==> src/rtl/pu_pkg.sv <==
// Shared PU definitions: state encoding and default datapath widths.
// Imported by the PU accumulation control slice.
package pu_pkg;

  localparam int PE_OUTPUT_WD = 18;
  localparam int ACCUM_WD     = 20;
  localparam int OUT_WD       = 26;

  localparam logic [1:0] ST_IDLE   = 2'd0;
  localparam logic [1:0] ST_ACCUM  = 2'd1;
  localparam logic [1:0] ST_OUTPUT = 2'd2;

endpackage

==> src/rtl/pu_adder4.sv <==
// PU 4-input-channel adder tree: sums four signed PE partial sums.
// Purely combinational so a beat is reduced in the cycle it transfers.
module pu_adder4
  import pu_pkg::*;
#(
  parameter int IN_WD  = PE_OUTPUT_WD,
  parameter int SUM_WD = ACCUM_WD
) (
  input  logic signed [IN_WD-1:0]  ic1_i,
  input  logic signed [IN_WD-1:0]  ic2_i,
  input  logic signed [IN_WD-1:0]  ic3_i,
  input  logic signed [IN_WD-1:0]  ic4_i,
  output logic signed [SUM_WD-1:0] sum_o
);

  localparam int EXT = SUM_WD - IN_WD;

  logic signed [SUM_WD-1:0] e1, e2, e3, e4;
  logic signed [SUM_WD-1:0] s12, s34;

  assign e1 = {{EXT{ic1_i[IN_WD-1]}}, ic1_i};
  assign e2 = {{EXT{ic2_i[IN_WD-1]}}, ic2_i};
  assign e3 = {{EXT{ic3_i[IN_WD-1]}}, ic3_i};
  assign e4 = {{EXT{ic4_i[IN_WD-1]}}, ic4_i};

  assign s12   = e1 + e2;
  assign s34   = e3 + e4;
  assign sum_o = s12 + s34;

endmodule

==> src/rtl/pu_accum_ctrl.sv <==
// Sequences pu_adder4 over input-channel groups and accumulates
// one result per output pixel onto a valid/ready port.
module pu_accum_ctrl
  import pu_pkg::*;
#(
  parameter int PE_OUTPUT_WD = pu_pkg::PE_OUTPUT_WD,
  parameter int ACCUM_WD     = pu_pkg::ACCUM_WD,
  parameter int OUT_WD       = pu_pkg::OUT_WD,
  parameter int GRP_CNT_WD   = 6,
  parameter int OUT_CNT_WD   = 12
) (
  input  logic                           clk,
  input  logic                           rst,
  input  logic                           cfg_start_i,
  input  logic [GRP_CNT_WD-1:0]          cfg_grp_num_i,
  input  logic [OUT_CNT_WD-1:0]          cfg_out_num_i,
  input  logic                           pe_vld_i,
  output logic                           pe_rdy_o,
  input  logic signed [PE_OUTPUT_WD-1:0] pe_rf_ic1_i,
  input  logic signed [PE_OUTPUT_WD-1:0] pe_rf_ic2_i,
  input  logic signed [PE_OUTPUT_WD-1:0] pe_rf_ic3_i,
  input  logic signed [PE_OUTPUT_WD-1:0] pe_rf_ic4_i,
  output logic                           acc_vld_o,
  input  logic                           acc_rdy_i,
  output logic signed [OUT_WD-1:0]       acc_data_o,
  output logic                           acc_last_o,
  output logic                           busy_o,
  output logic                           done_o,
  output logic                           ovf_o
);

  localparam int EXT = OUT_WD - ACCUM_WD;

  logic [1:0]               state;
  logic [GRP_CNT_WD-1:0]    grp_num;
  logic [GRP_CNT_WD-1:0]    grp_cnt;
  logic [OUT_CNT_WD-1:0]    out_num;
  logic [OUT_CNT_WD-1:0]    out_cnt;
  logic signed [OUT_WD-1:0] acc;
  logic signed [OUT_WD-1:0] beat_sum;
  logic signed [OUT_WD-1:0] add_res;
  logic signed [ACCUM_WD-1:0] tree_sum;
  logic                     done;
  logic                     ovf;
  logic                     xfer;
  logic                     out_hs;
  logic                     grp_end;
  logic                     out_end;
  logic                     add_ovf;
  logic                     start;

  pu_adder4 #(
    .IN_WD  (PE_OUTPUT_WD),
    .SUM_WD (ACCUM_WD)
  ) u_adder4 (
    .ic1_i (pe_rf_ic1_i),
    .ic2_i (pe_rf_ic2_i),
    .ic3_i (pe_rf_ic3_i),
    .ic4_i (pe_rf_ic4_i),
    .sum_o (tree_sum)
  );

  assign start   = (state == ST_IDLE) && cfg_start_i;
  assign xfer    = (state == ST_ACCUM) && pe_vld_i;
  assign out_hs  = (state == ST_OUTPUT) && acc_rdy_i;
  assign grp_end = grp_cnt == (grp_num - GRP_CNT_WD'(1));
  assign out_end = out_cnt == (out_num - OUT_CNT_WD'(1));

  assign beat_sum = {{EXT{tree_sum[ACCUM_WD-1]}}, tree_sum};
  assign add_res  = acc + beat_sum;
  assign add_ovf  = (acc[OUT_WD-1] == beat_sum[OUT_WD-1]) &&
                    (add_res[OUT_WD-1] != acc[OUT_WD-1]);

  // Job FSM, config latch and group/output counters
  always_ff @(posedge clk or posedge rst) begin
    if (rst) begin
      state   <= ST_IDLE;
      grp_num <= '0;
      out_num <= '0;
      grp_cnt <= '0;
      out_cnt <= '0;
      done    <= 1'b0;
    end else begin
      done <= 1'b0;
      case (state)
        ST_IDLE: begin
          if (cfg_start_i) begin
            grp_num <= (cfg_grp_num_i == '0) ?
                       GRP_CNT_WD'(1) : cfg_grp_num_i;
            out_num <= cfg_out_num_i;
            grp_cnt <= '0;
            out_cnt <= '0;
            if (cfg_out_num_i == '0) begin
              done <= 1'b1;
            end else begin
              state <= ST_ACCUM;
            end
          end
        end
        ST_ACCUM: begin
          if (xfer) begin
            if (grp_end) begin
              grp_cnt <= '0;
              state   <= ST_OUTPUT;
            end else begin
              grp_cnt <= grp_cnt + GRP_CNT_WD'(1);
            end
          end
        end
        ST_OUTPUT: begin
          if (out_hs) begin
            if (out_end) begin
              state <= ST_IDLE;
              done  <= 1'b1;
            end else begin
              out_cnt <= out_cnt + OUT_CNT_WD'(1);
              state   <= ST_ACCUM;
            end
          end
        end
        default: state <= ST_IDLE;
      endcase
    end
  end

  // Running accumulator and sticky per-job overflow flag
  always_ff @(posedge clk or posedge rst) begin
    if (rst) begin
      acc <= '0;
      ovf <= 1'b0;
    end else if (start) begin
      ovf <= 1'b0;
    end else if (xfer) begin
      if (grp_cnt == '0) begin
        acc <= beat_sum;
      end else begin
        acc <= add_res;
        if (add_ovf) ovf <= 1'b1;
      end
    end
  end

  assign pe_rdy_o   = (state == ST_ACCUM);
  assign acc_vld_o  = (state == ST_OUTPUT);
  assign acc_last_o = (state == ST_OUTPUT) && out_end;
  assign acc_data_o = acc;
  assign busy_o     = (state != ST_IDLE);
  assign done_o     = done;
  assign ovf_o      = ovf;

endmodule

==> config.mk <==
export PLATFORM = sky130hd
export DESIGN_NAME = pu_accum_ctrl
export DESIGN_NICKNAME = d
export VERILOG_FILES = /design/src/rtl/pu_pkg.sv /design/src/rtl/pu_adder4.sv /design/src/rtl/pu_accum_ctrl.sv
export SDC_FILE = /design/constraint.sdc
export NUM_CORES = 1
export LEC_CHECK = 0
export ABC_AREA = 1
export BUFFER_PORTS_ARGS = -buffer_cell sky130_fd_sc_hd__buf_2
export CELL_PAD_IN_SITES_DETAIL_PLACEMENT = 1
export CELL_PAD_IN_SITES_GLOBAL_PLACEMENT = 1
export CORE_MARGIN = 4
export CORE_UTILIZATION = 45
export DETAILED_ROUTE_END_ITERATION = 6
export GPL_TIMING_DRIVEN = 0
export PLACE_DENSITY_LB_ADDON = 0.12
export SLEW_MARGIN = 0
export SYNTH_ARGS = -nofsm -noshare
export SYNTH_HDL_FRONTEND = slang
export SYNTH_SLANG_ARGS = --single-unit
==> constraint.sdc <==
create_clock -name clk -period 3.7 [get_ports clk]
set_input_delay 0.74 -clock clk [delete_from_list [all_inputs] [get_ports clk]]
set_output_delay 0.74 -clock clk [all_outputs]
set_load 0.01 [all_outputs]
==> implementation parameters, run 1 <==
Parameter                              Value

Outcome
  Status    did not finish
  Last stage the flow got to    global routing
  First error    [ERROR GRT-0232] Routing congestion too high. Check the congestion heatmap in the GUI.

Clocking
  Max Root-Sink Buffers    2
  Clock buffers created by TritonCTS    9
  Root cell of the clock tree    sky130_fd_sc_hd__clkbuf_16
  H-tree level count    3
  TritonCTS sink count    66

Synthesis
  Seq/Total Area, Yosys    0.227
  Number of synthesis warnings    0
  Post-synthesis area per instance    6.94 µm²
  Cells after synthesis    1051
  Register bit total from synthesis    66
  Cell area after synthesis    7290 µm²
  Cell type with the highest aggregate area in the netlist    sky130_fd_sc_hd__dfrtp_1
  Count of different cell masters after synthesis    43
  Cell types with the largest area share after synthesis    sky130_fd_sc_hd__dfrtp_1 (23%), sky130_fd_sc_hd__inv_1 (11%), sky130_fd_sc_hd__nand2_1 (11%)
  Synth top area share    0.227
  Syn nets    1233

Floorplanning
  Initial core utilization    0.459
  Chip height    135 µm
  Horizontal die dimension    135 µm
  Ports placed on the boundary    127
  Number of core rows    46

Placed design
  Placed standard-cell area    8630 µm²
  Port-buffer cells    126
  Routability congestion estimate from global placement    0.939
  Post-detail-place hpwl    18700 µm

GRT
  Number of antenna violations at the first check in global routing    1
  Remaining global-route overflow    9
  Total Routing Usage GR    0.649
  Pin count of the biggest net entering global routing    67

Timing
  Worst Endpoint after GRT Repair    acc_data_o[24]$_DFFE_PP0P_/D
  Worst EP Category    register input
[routing by layer]
metal | GRT overflow | track usage
met2 | 3 | 0.866
met4 | 6 | 0.663
met5 | 0 | 0.150
met1 | 0 | 0.621
met3 | 0 | 0.457
[cell usage after synthesis]
cell type / number
sky130_fd_sc_hd__nor3_1: 13
sky130_fd_sc_hd__nand3_2: 2
sky130_fd_sc_hd__nand2_2: 1
sky130_fd_sc_hd__nor2_2: 7
sky130_fd_sc_hd__nor4_1: 3
sky130_fd_sc_hd__a21o_1: 1
sky130_fd_sc_hd__inv_1: 215
sky130_fd_sc_hd__xnor2_1: 23
sky130_fd_sc_hd__clkinv_1: 2
sky130_fd_sc_hd__o21bai_1: 8
sky130_fd_sc_hd__o221a_2: 1
sky130_fd_sc_hd__a2bb2oi_1: 7
sky130_fd_sc_hd__or2_2: 5
sky130_fd_sc_hd__o21a_1: 4
sky130_fd_sc_hd__and2_1: 2
sky130_fd_sc_hd__buf_6: 1
sky130_fd_sc_hd__a31oi_1: 4
sky130_fd_sc_hd__a31o_2: 2
sky130_fd_sc_hd__xor2_1: 34
sky130_fd_sc_hd__o22ai_1: 7
sky130_fd_sc_hd__dfrtp_1: 66
sky130_fd_sc_hd__o21ai_0: 50
sky130_fd_sc_hd__xnor3_1: 1
sky130_fd_sc_hd__o211ai_1: 1
sky130_fd_sc_hd__nand4_1: 34
sky130_fd_sc_hd__inv_2: 6
sky130_fd_sc_hd__clkbuf_1: 6
sky130_fd_sc_hd__nor2_1: 106
sky130_fd_sc_hd__o32ai_1: 1
sky130_fd_sc_hd__or2_0: 1
sky130_fd_sc_hd__ha_1: 49
sky130_fd_sc_hd__nor4_2: 1
sky130_fd_sc_hd__buf_2: 3
sky130_fd_sc_hd__buf_1: 2
sky130_fd_sc_hd__nand2_1: 214
sky130_fd_sc_hd__nand3_1: 69
sky130_fd_sc_hd__xor2_2: 1
sky130_fd_sc_hd__a21boi_0: 2
sky130_fd_sc_hd__nor2_4: 2
sky130_fd_sc_hd__o221ai_1: 1
sky130_fd_sc_hd__a21oi_1: 53
sky130_fd_sc_hd__fa_1: 38
sky130_fd_sc_hd__nand2_4: 2
[what timing repair did]
action                     4_1_cts
pin swaps                       94
resized for setup              147
buffers inserted                40
hold buffers                     0
setup endpoints to repair       23
[cells by family after synthesis]
group                    Yosys count  share of synthesized area
AND/OR/NAND/NOR                  462                      0.277
buffers and inverters            235                      0.123
AO/OA/AOI/OAI                    142                      0.111
adder cells (fa/ha/maj)           87                      0.188
flip-flops                        66                      0.227
XOR/XNOR                          59                     0.0738
[stage by stage]
step,worst slack (ns),instances
3_5_place_dp,-1.29,1393
3_3_place_gp,-1.18,1393
2_1_floorplan,-0.497,1051
4_1_cts,-0.679,1449
==> inputs of run 2 (changes only) <==
--- a/config.mk
+++ b/config.mk
@@ -7,13 +7,11 @@
 export LEC_CHECK = 0
 export ABC_AREA = 1
 export BUFFER_PORTS_ARGS = -buffer_cell sky130_fd_sc_hd__buf_2
-export CELL_PAD_IN_SITES_DETAIL_PLACEMENT = 1
-export CELL_PAD_IN_SITES_GLOBAL_PLACEMENT = 1
 export CORE_MARGIN = 4
-export CORE_UTILIZATION = 45
+export CORE_UTILIZATION = 35
 export DETAILED_ROUTE_END_ITERATION = 6
 export GPL_TIMING_DRIVEN = 0
-export PLACE_DENSITY_LB_ADDON = 0.12
+export PLACE_DENSITY_LB_ADDON = 0.15
 export SLEW_MARGIN = 0
 export SYNTH_ARGS = -nofsm -noshare
 export SYNTH_HDL_FRONTEND = slang
==> run 2 against run 1 <==
The flow now finishes, with violations (setup timing). Synthesized cell count unchanged. Synthesized area did not move.
==> implementation parameters, run 2 <==
Parameter                              Value

Synthesis
  Count of different cell masters after synthesis    43
  Cell type with the highest aggregate area in the netlist    sky130_fd_sc_hd__dfrtp_1
  Synth top area share    0.227
  Cells after synthesis    1051
  Syn nets    1233
  Cell types with the largest area share after synthesis    sky130_fd_sc_hd__dfrtp_1 (23%), sky130_fd_sc_hd__inv_1 (11%), sky130_fd_sc_hd__nand2_1 (11%)
  Number of flops mapped to enable cells by yosys    0
  Number of synthesis warnings    0
  Async SR Flop Fraction    1.00
  Register bit total from synthesis    66
  Most numerous cell types in the synthesized netlist    sky130_fd_sc_hd__inv_1 (215), sky130_fd_sc_hd__nand2_1 (214), sky130_fd_sc_hd__nor2_1 (106)
  Cell area after synthesis    7290 µm²
  Seq/Total Area, Yosys    0.227
  Post-synthesis area per instance    6.94 µm²
  Flip-flop cell with the highest count after synthesis    sky130_fd_sc_hd__dfrtp_1
  Cell with the most instances after synthesis    sky130_fd_sc_hd__inv_1

GRT
  Number of antenna violations at the first check in global routing    0
  Wire length of the first global-routing pass    34800 µm
  Total Routing Usage GR    0.180
  Remaining global-route overflow    0
  Via count of the first global-routing pass    7175
  Pin count of the biggest net entering global routing    67

Timing
  Final Setup Violations    21
  Setup total negative slack    -9.74 ns
  Setup repair after global routing missed its margin    yes
  Count of final max-slew check failures    0
  Hold violation total from the final report    0
  Final worst path period need    4.38 ns
  Relative slew slack    0.420
  Post-route clock period utilization    1.18
  Post-layout worst setup margin    -0.682 ns
  Final Skew    0.00431 ns
  Max Clock Freq    228 MHz
  Worst-margin pin slew    0.870 ns

Worst hold path
  Class of the tightest hold or removal check    in -> async

Detailed routing
  Vias    7426
  Avg Vias per Cell    4.89
  Drt drc    0
  Residual antenna-violating net count after detailed routing    0
  Iter 0 DRT Violations    326
  Wirelength, routed    21400 µm
  Detailed-route wire length per cell    14.1 µm
  Drt first pass iters    5

Cells and area
  Layout overhead on the synthesized area    44.9%
  Fraction of layout instances using a drive strength above 1    0.367
  Share of the core filled with cells in the final layout    0.519
  Total Nets Final    1427
  Final instance area    10600 µm²
  Flip-flop count of the largest register after layout    26
  Leading cell type in the layout, fill and taps excluded    sky130_fd_sc_hd__inv_1
  Number of fillers in the final layout    1980
  Inserted Diodes    0
  Commonest cells after routing, fill and taps aside    sky130_fd_sc_hd__inv_1 (184), sky130_fd_sc_hd__nand2_1 (177), sky130_fd_sc_hd__buf_2 (126), sky130_fd_sc_hd__nor2_1 (82), sky130_fd_sc_hd__dfrtp_1 (66)
  Non-filler cells, final    1520

Worst setup path
  Crit Path Category    in -> reg
  Nature of the critical path endpoint    register
  Crit path buffers/inverters    7
  Maximum cell stage delay along the critical path    0.51 ns
  Endpoint required time on the critical path    3.94 ns
  Worst EP arrival    4.62 ns
  Dominant delay contributor by cell family on the critical path    adder cells
  Cell seen most often among critical-path stages    sky130_fd_sc_hd__nand2_2
  Worst setup SP type    input pin
  Critical-path maximum fanout    5
  Cell at the slowest stage of the critical path    sky130_fd_sc_hd__fa_1

Clocking
  Quantity of hold-fixing buffers added after cts    0
  Clock insertion delay at the later pin of the skew report    0.35 ns
  Max Root-Sink Buffers    2
  Clock buffers created by TritonCTS    9
  TritonCTS sink count    66
  Reg clk slew, reported paths    0.06 ns
  Clock tree from TritonCTS    built
  H-tree level count    3
  Root cell of the clock tree    sky130_fd_sc_hd__clkbuf_16

Floorplanning
  Chip height    152 µm
  Horizontal die dimension    152 µm
  Ports placed on the boundary    127
  Placeable core area    20400 µm²
  Number of core rows    52
  Die area    23200 µm²
  Initial core utilization    0.358

Placed design
  DP Cell Count    1448
  Port-buffer cells    126
  Placed standard-cell area    8720 µm²
  Post-detail-place hpwl    16400 µm
  Routability congestion estimate from global placement    0.927

Outcome
  Failing checks    setup timing
  Status    finished, violations left

Run
  Max-capacitance violation count    0
## run 2: worst register-to-register path, cell delays in order (launching register included)
cell,delay (ns)
sky130_fd_sc_hd__dfrtp_1,0.42
sky130_fd_sc_hd__ha_1,0.28
sky130_fd_sc_hd__fa_1,0.50
sky130_fd_sc_hd__nand3_1,0.13
sky130_fd_sc_hd__nand2_1,0.15
sky130_fd_sc_hd__nand3_1,0.11
sky130_fd_sc_hd__nand2_1,0.17
sky130_fd_sc_hd__nand3_2,0.12
sky130_fd_sc_hd__nand3_1,0.08
sky130_fd_sc_hd__nand2_1,0.07
sky130_fd_sc_hd__nand3_2,0.07
sky130_fd_sc_hd__a2bb2oi_2,0.17
## run 2: final cells by class
type                       instances  area (µm²)  share of cell area
tap                              270         338              0.0320
clock inverter                     6         113              0.0107
timing repair buffer             183        1130               0.107
inverter                         223         871              0.0824
clock buffer                      10         239              0.0226
buffer                            12        56.3             0.00533
sequential                        66        1650               0.156
multi-input combinational        750        6170               0.584
## run 2: through the flow
| stage | hold WS (ns) | setup slack [ns] |
|---|---|---|
| final | 0.465 | -0.682 |
| after global routing | 0.505 | -0.865 |
| after CTS | 0.484 | -0.635 |
| after detailed placement | 0.504 | -1.26 |
| after global placement | 0.496 | -1.24 |
| after floorplan | 0.464 | -0.497 |
## run 2: path summary, 6_finish.rpt
kind	from	to	slack [ns]	cells past startpoint
worst max-delay path	pe_rf_ic1_i[4]	acc_data_o[18]$_DFFE_PP0P_	-0.68	28
worst min-delay path	rst	acc_data_o[2]$_DFFE_PP0P_	0.47	3
worst max register to register	acc_data_o[0]$_DFFE_PP0P_	acc_data_o[22]$_DFFE_PP0P_	1.35	11
worst min register to register	grp_num[5]$_DFFE_PP0P_	grp_num[5]$_DFFE_PP0P_	0.52	2
max in group asynchronous	rst	out_cnt[10]$_DFFE_PP0P_	2.92	3
min in group clk	grp_num[5]$_DFFE_PP0P_	grp_num[5]$_DFFE_PP0P_	0.52	2
## run 2: repair_timing
action / 4_1_cts / 5_1_grt
pin swaps: 70 / 58
setup buffers: 31 / 26
resized for setup: 130 / 112
setup endpoints to repair: 22 / 23
## run 2: cell families (layout without fill, tap and decap cells)
family,after synthesis,after routing,share of synthesized area
simple gates,462,462,0.277
buf+inv,235,434,0.123
compound gates,142,142,0.111
fa+ha+maj,87,87,0.188
flops,66,66,0.227
xor+xnor,59,59,0.0738
## run 2: layer usage
layer  share of wire  wire [µm]  vias up  GRT usage
met4           0.017        359        0     0.0544
met3           0.042        897       25     0.0287
li1                -          -     3729          -
met5               0          0        -          0
met2            0.48      10300      154      0.298
met1            0.46       9820     3518      0.244
Power of run 2 is not shown: default switching activity piles up to over one toggle a cycle in this logic, so the estimate is an artifact.
==> inputs of run 3 (changes only) <==
--- a/config.mk
+++ b/config.mk
@@ -7,6 +7,8 @@
 export LEC_CHECK = 0
 export ABC_AREA = 1
 export BUFFER_PORTS_ARGS = -buffer_cell sky130_fd_sc_hd__buf_2
+export CELL_PAD_IN_SITES_DETAIL_PLACEMENT = 1
+export CELL_PAD_IN_SITES_GLOBAL_PLACEMENT = 1
 export CORE_MARGIN = 4
 export CORE_UTILIZATION = 35
 export DETAILED_ROUTE_END_ITERATION = 6
==> run 3 against run 2 <==
The flow still finishes with violations (setup timing). Wire length rose by 16%. Sequential share of layout area rose by 0.14 points. First-iteration DRC count fell by 4.6%. Final area fell by 0.91%. Die area did not move. Global-route usage rose by 2.7 points. Worst hold slack improved by 0.051 ns. Core utilization fell by 0.47 points. Register-to-register slack improved by 0.05 ns. Highest routed layer unchanged. Count of clock-buffer cells in the layout rose by 3. Flip-flop and latch count did not move. Maximum frequency fell by 2.9%.
==> implementation parameters, run 3 (synthesized netlist as in run 2, its figures left out) <==
Parameter                              Value

Floorplanning
  Number of core rows    52
  Initial core utilization    0.358
  Placeable core area    20400 µm²
  Ports placed on the boundary    127
  Horizontal die dimension    152 µm
  Chip height    152 µm
  Die area    23200 µm²

Worst setup path
  Critical-path maximum fanout    5
  Startpoint of the most critical register-to-register path    acc_data_o[0]$_DFFE_PP0P_
  Depth of the worst register-to-register path    11
  Maximum cell stage delay along the critical path    0.57 ns
  Crit Path Category    in -> reg
  Crit path buffers/inverters    6
  Setup slack on the worst flop-to-flop path    1.40 ns
  Worst setup SP type    input pin
  Dominant delay contributor by cell family on the critical path    adder cells
  Reg2Reg Capture Point    acc_data_o[24]$_DFFE_PP0P_
  Endpoint required time on the critical path    3.98 ns
  Worst EP arrival    4.79 ns
  Nature of the critical path endpoint    register
  Cell at the slowest stage of the critical path    sky130_fd_sc_hd__fa_1

Detailed routing
  Residual antenna-violating net count after detailed routing    0
  Detailed-route wire length per cell    16.3 µm
  Drt drc    0
  Iter 0 DRT Violations    311
  Wirelength, routed    24800 µm
  Detailed-route wire length on metal 1    11600 µm
  Avg Vias per Cell    4.99
  Highest routed layer    met4
  Met2 wirelength from detailed routing    12300 µm
  Drt first pass iters    5
  Met3 wire length    762 µm
  Vias    7565

Cells and area
  Flip-flop count of the largest register after layout    26
  Commonest cells after routing, fill and taps aside    sky130_fd_sc_hd__inv_1 (185), sky130_fd_sc_hd__nand2_1 (174), sky130_fd_sc_hd__buf_2 (119), sky130_fd_sc_hd__nor2_1 (83), sky130_fd_sc_hd__dfrtp_1 (66)
  Layout overhead on the synthesized area    43.6%
  Total Nets Final    1425
  Leading cell type in the layout, fill and taps excluded    sky130_fd_sc_hd__inv_1
  Inserted Diodes    0
  Fraction of layout instances using a drive strength above 1    0.364

Clocking
  H-tree level count    3
  Clock tree from TritonCTS    built
  Reg clk slew, reported paths    0.06 ns
  Root cell of the clock tree    sky130_fd_sc_hd__clkbuf_16
  TritonCTS sink count    66
  Clock insertion delay at the later pin of the skew report    0.35 ns
  Clock buffers created by TritonCTS    9
  Quantity of hold-fixing buffers added after cts    0
  Max Root-Sink Buffers    2

Placed design
  Routability congestion estimate from global placement    0.884
  Pre-CTS setup slack    -1.26 ns
  Post-detail-place hpwl    18400 µm
  Port-buffer cells    126

Worst hold path
  Class of the tightest hold or removal check    reg -> reg
  Launch instance of the worst min-delay path    grp_num[5]$_DFFE_PP0P_
  Hold Path Depth    2
  Hold EP    grp_num[5]$_DFFE_PP0P_

Timing
  Final Skew    0.00820 ns
  Hold violation total from the final report    0
  Post-layout worst setup margin    -0.811 ns
  Final worst path period need    4.51 ns
  Setup total negative slack    -11.63 ns
  Final Setup Violations    21
  Post-route clock period utilization    1.22
  Relative slew slack    0.417
  Count of final max-slew check failures    0
  Setup repair after global routing missed its margin    yes
  Max Clock Freq    222 MHz
  Worst-margin pin slew    0.875 ns

GRT
  Remaining global-route overflow    0
  Number of antenna violations at the first check in global routing    0
  Via count of the first global-routing pass    8022
  Total Routing Usage GR    0.208
  Pin count of the biggest net entering global routing    67
  Wire length of the first global-routing pass    40000 µm

Outcome
  Failing checks    setup timing
  Status    finished, violations left

Run
  Max-capacitance violation count    0
## run 3: worst register-to-register path: cells and delay by family (launching register included)
kind | cells | cell delay (ns)
flops | 1 | 0.41
compound gates | 1 | 0.15
fa+ha+maj | 2 | 0.79
simple gates | 8 | 0.91
## run 3: worst max path at each step
stage	startpoint	end	cells past startpoint
after detailed placement	pe_rf_ic3_i[1]	ovf_o$_DFFE_PP0P_	25
final	pe_rf_ic2_i[6]	acc_data_o[18]$_DFFE_PP0P_	26
after global routing	pe_rf_ic1_i[1]	acc_data_o[18]$_DFFE_PP0P_	24
after global placement	pe_rf_ic3_i[1]	ovf_o$_DFFE_PP0P_	25
after floorplan	pe_rf_ic3_i[1]	acc_data_o[18]$_DFFE_PP0P_	23
after CTS	pe_rf_ic1_i[4]	ovf_o$_DFFE_PP0P_	27
## run 3: timing repair
action | CTS | global route
setup buffers | 32 | 23
setup endpoints to repair | 23 | 23
resized for setup | 182 | 62
pin swaps | 86 | 45
## run 3: per-layer routing
metal | vias to the layer above | global-route usage
met5 | - | 0
met4 | 0 | 0.0402
met3 | 16 | 0.0315
met2 | 119 | 0.352
met1 | 3712 | 0.284
li1 | 3718 | -
## run 3: final cells by class
cell class,count,area (µm²)
fill,2525,9900
clock buffer,13,260
tap,270,338
buffer,12,56.3
clock inverter,2,12.5
multi-input combinational,750,6150
timing repair buffer,181,1130
sequential,66,1650
inverter,223,866
## run 3: metrics by stage
step,util,area [µm²],cells,hold slack (ns)
floorplan,-,7720,1051,0.464
global placement,0.427,8690,1447,0.494
detailed placement,0.427,8690,1447,0.508
CTS,0.493,10000,1494,0.521
global route,0.514,10500,1517,0.541
finish,0.514,10500,1517,0.517
Power of run 3 is left out for the same reason.
==> inputs of run 4 (changes only) <==
--- a/config.mk
+++ b/config.mk
@@ -7,10 +7,10 @@
 export LEC_CHECK = 0
 export ABC_AREA = 1
 export BUFFER_PORTS_ARGS = -buffer_cell sky130_fd_sc_hd__buf_2
-export CELL_PAD_IN_SITES_DETAIL_PLACEMENT = 1
-export CELL_PAD_IN_SITES_GLOBAL_PLACEMENT = 1
+export CELL_PAD_IN_SITES_DETAIL_PLACEMENT = 0
+export CELL_PAD_IN_SITES_GLOBAL_PLACEMENT = 2
 export CORE_MARGIN = 4
-export CORE_UTILIZATION = 35
+export CORE_UTILIZATION = 34
 export DETAILED_ROUTE_END_ITERATION = 6
 export GPL_TIMING_DRIVEN = 0
 export PLACE_DENSITY_LB_ADDON = 0.15
==> run 4 against run 3 <==
First-iteration DRC count is 17% higher. Final cell count is 0.26% lower. Count of clock-buffer cells in the layout is 1 lower. The run still ends with setup timing left. Clock skew shrank 0.0018 ns. Worst hold slack worse by 0.17 ns. Global-route usage fell by 2.5 points. Critical endpoint is now ovf_o$_DFFE_PP0P_. Critical path type unchanged. Setup slack improved by 0.14 ns.
==> implementation parameters, run 4 (synthesized netlist as in run 2, its figures left out) <==
Parameter                              Value

GRT
  Via count of the first global-routing pass    7060
  Pin count of the biggest net entering global routing    50
  Wire length of the first global-routing pass    35700 µm
  Number of antenna violations at the first check in global routing    0
  Remaining global-route overflow    0
  Total Routing Usage GR    0.183

Timing
  Count of final max-slew check failures    0
  Post-layout worst setup margin    -0.675 ns
  Setup repair after global routing missed its margin    yes
  Hold violation total from the final report    0
  Final worst path period need    4.38 ns
  Setup total negative slack    -9.88 ns
  Post-route clock period utilization    1.18
  Max Clock Freq    229 MHz
  Worst-margin pin slew    0.868 ns
  Final Skew    0.00636 ns
  Relative slew slack    0.421
  Final Setup Violations    22

Placed design
  Pre-CTS setup slack    -1.28 ns
  DP Cell Count    1453
  Routability congestion estimate from global placement    0.858
  Port-buffer cells    126
  Post-detail-place hpwl    17300 µm

Clocking
  H-tree level count    3
  Clock tree from TritonCTS    built
  Root cell of the clock tree    sky130_fd_sc_hd__clkbuf_16
  Max Root-Sink Buffers    2
  TritonCTS sink count    66
  Reg clk slew, reported paths    0.06 ns
  Clock buffers created by TritonCTS    9
  Clock insertion delay at the later pin of the skew report    0.34 ns
  Quantity of hold-fixing buffers added after cts    0

Detailed routing
  Residual antenna-violating net count after detailed routing    0
  Vias    7283
  Drt first pass iters    4
  Avg Vias per Cell    4.81
  Iter 0 DRT Violations    363
  Wirelength, routed    21800 µm
  Detailed-route wire length per cell    14.4 µm
  Drt drc    0

Cells and area
  Non-filler cells, final    1513
  Layout overhead on the synthesized area    41.5%
  Commonest cells after routing, fill and taps aside    sky130_fd_sc_hd__inv_1 (186), sky130_fd_sc_hd__nand2_1 (179), sky130_fd_sc_hd__buf_2 (126), sky130_fd_sc_hd__nor2_1 (82), sky130_fd_sc_hd__dfrtp_1 (66)
  Inserted Diodes    0
  Flip-flop count of the largest register after layout    26
  Total Nets Final    1416
  Fraction of layout instances using a drive strength above 1    0.355
  Leading cell type in the layout, fill and taps excluded    sky130_fd_sc_hd__inv_1
  Number of fillers in the final layout    2182

Worst setup path
  Worst EP arrival    4.64 ns
  Depth of the worst register-to-register path    11
  Cell seen most often among critical-path stages    sky130_fd_sc_hd__inv_2
  Worst setup SP type    input pin
  Crit Path Category    in -> reg
  Timing endpoint of the critical path    ovf_o$_DFFE_PP0P_
  Endpoint required time on the critical path    3.97 ns
  Nature of the critical path endpoint    register
  Maximum cell stage delay along the critical path    0.54 ns
  Setup slack on the worst flop-to-flop path    1.46 ns
  Reg2Reg Capture Point    acc_data_o[24]$_DFFE_PP0P_
  First element of the critical path    pe_rf_ic1_i[1]
  Critical-path maximum fanout    6
  Startpoint of the most critical register-to-register path    acc_data_o[0]$_DFFE_PP0P_
  Cell at the slowest stage of the critical path    sky130_fd_sc_hd__fa_1

Floorplanning
  Die area    23800 µm²
  Ports placed on the boundary    127
  Initial core utilization    0.346
  Chip height    154 µm
  Horizontal die dimension    154 µm
  Number of core rows    53
  Placeable core area    21100 µm²

Run
  Max-capacitance violation count    0

Outcome
  Status    finished, violations left
  Failing checks    setup timing

Worst hold path
  Class of the tightest hold or removal check    in -> async
-- run 4: cell count changes in the layout (fill, tap and decap cells not counted), sizes merged --
cell,previous run,this run
buf,187,178
clkbuf,19,18
clkinv,3,4
clkinvlp,2,1
inv,220,221
-- run 4: stage by stage --
stage | instance area (µm²) | utilization | hold slack [ns]
detailed placement | 8730 | 0.414 | 0.507
global placement | 8700 | 0.412 | 0.484
CTS | 9830 | 0.466 | 0.352
floorplan | 7720 | - | 0.464
global route | 10300 | 0.489 | 0.363
finish | 10300 | 0.489 | 0.349
-- run 4: critical path, delay by kind of cell --
| kind | cells | cell delay, ns |
|---|---|---|
| AOI/OAI and AO/OA | 3 | 0.51 |
| adders and majority gates | 5 | 1.75 |
| buffers and inverters | 7 | 0.36 |
| and+or+nand+nor | 11 | 1.28 |
-- run 4: how the worst min path moves through the flow --
stage	to	depth (start not counted)	slack, ns	from
global placement	out_cnt[10]$_DFFE_PP0P_	2	0.48	out_cnt[10]$_DFFE_PP0P_
finish	acc_data_o[4]$_DFFE_PP0P_	2	0.35	rst
global route	acc_data_o[1]$_DFFE_PP0P_	2	0.36	rst
detailed placement	out_cnt[10]$_DFFE_PP0P_	2	0.51	out_cnt[10]$_DFFE_PP0P_
CTS	acc_data_o[4]$_DFFE_PP0P_	2	0.35	rst
floorplan	out_cnt[10]$_DFFE_PP0P_	2	0.46	out_cnt[10]$_DFFE_PP0P_
-- run 4: layer usage --
| layer | vias to the layer above | track usage | share of wire |
|---|---|---|---|
| li1 | 3700 | - | - |
| met1 | 3432 | 0.272 | 0.51 |
| met2 | 133 | 0.283 | 0.44 |
| met3 | 18 | 0.0283 | 0.035 |
| met4 | 0 | 0.0332 | 0.011 |
| met5 | - | 0 | 0 |
-- run 4: final cells by class --
type | count | area [µm²] | area share
Buffer | 12 | 56.3 | 0.00546
Clock buffer | 12 | 236 | 0.0229
Clock inverter | 3 | 17.5 | 0.00170
Inverter | 223 | 860 | 0.0833
Multi-Input combinational cell | 750 | 6120 | 0.593
Sequential cell | 66 | 1650 | 0.160
Tap cell | 275 | 344 | 0.0333
Timing Repair Buffer | 172 | 1030 | 0.100
-- run 4: repair_timing --
item                       CTS  global route
setup buffers               32            13
setup endpoints to repair   23            24
pin swaps                   75            71
resized for setup          149            81
Power of run 4 is left out for the same reason.
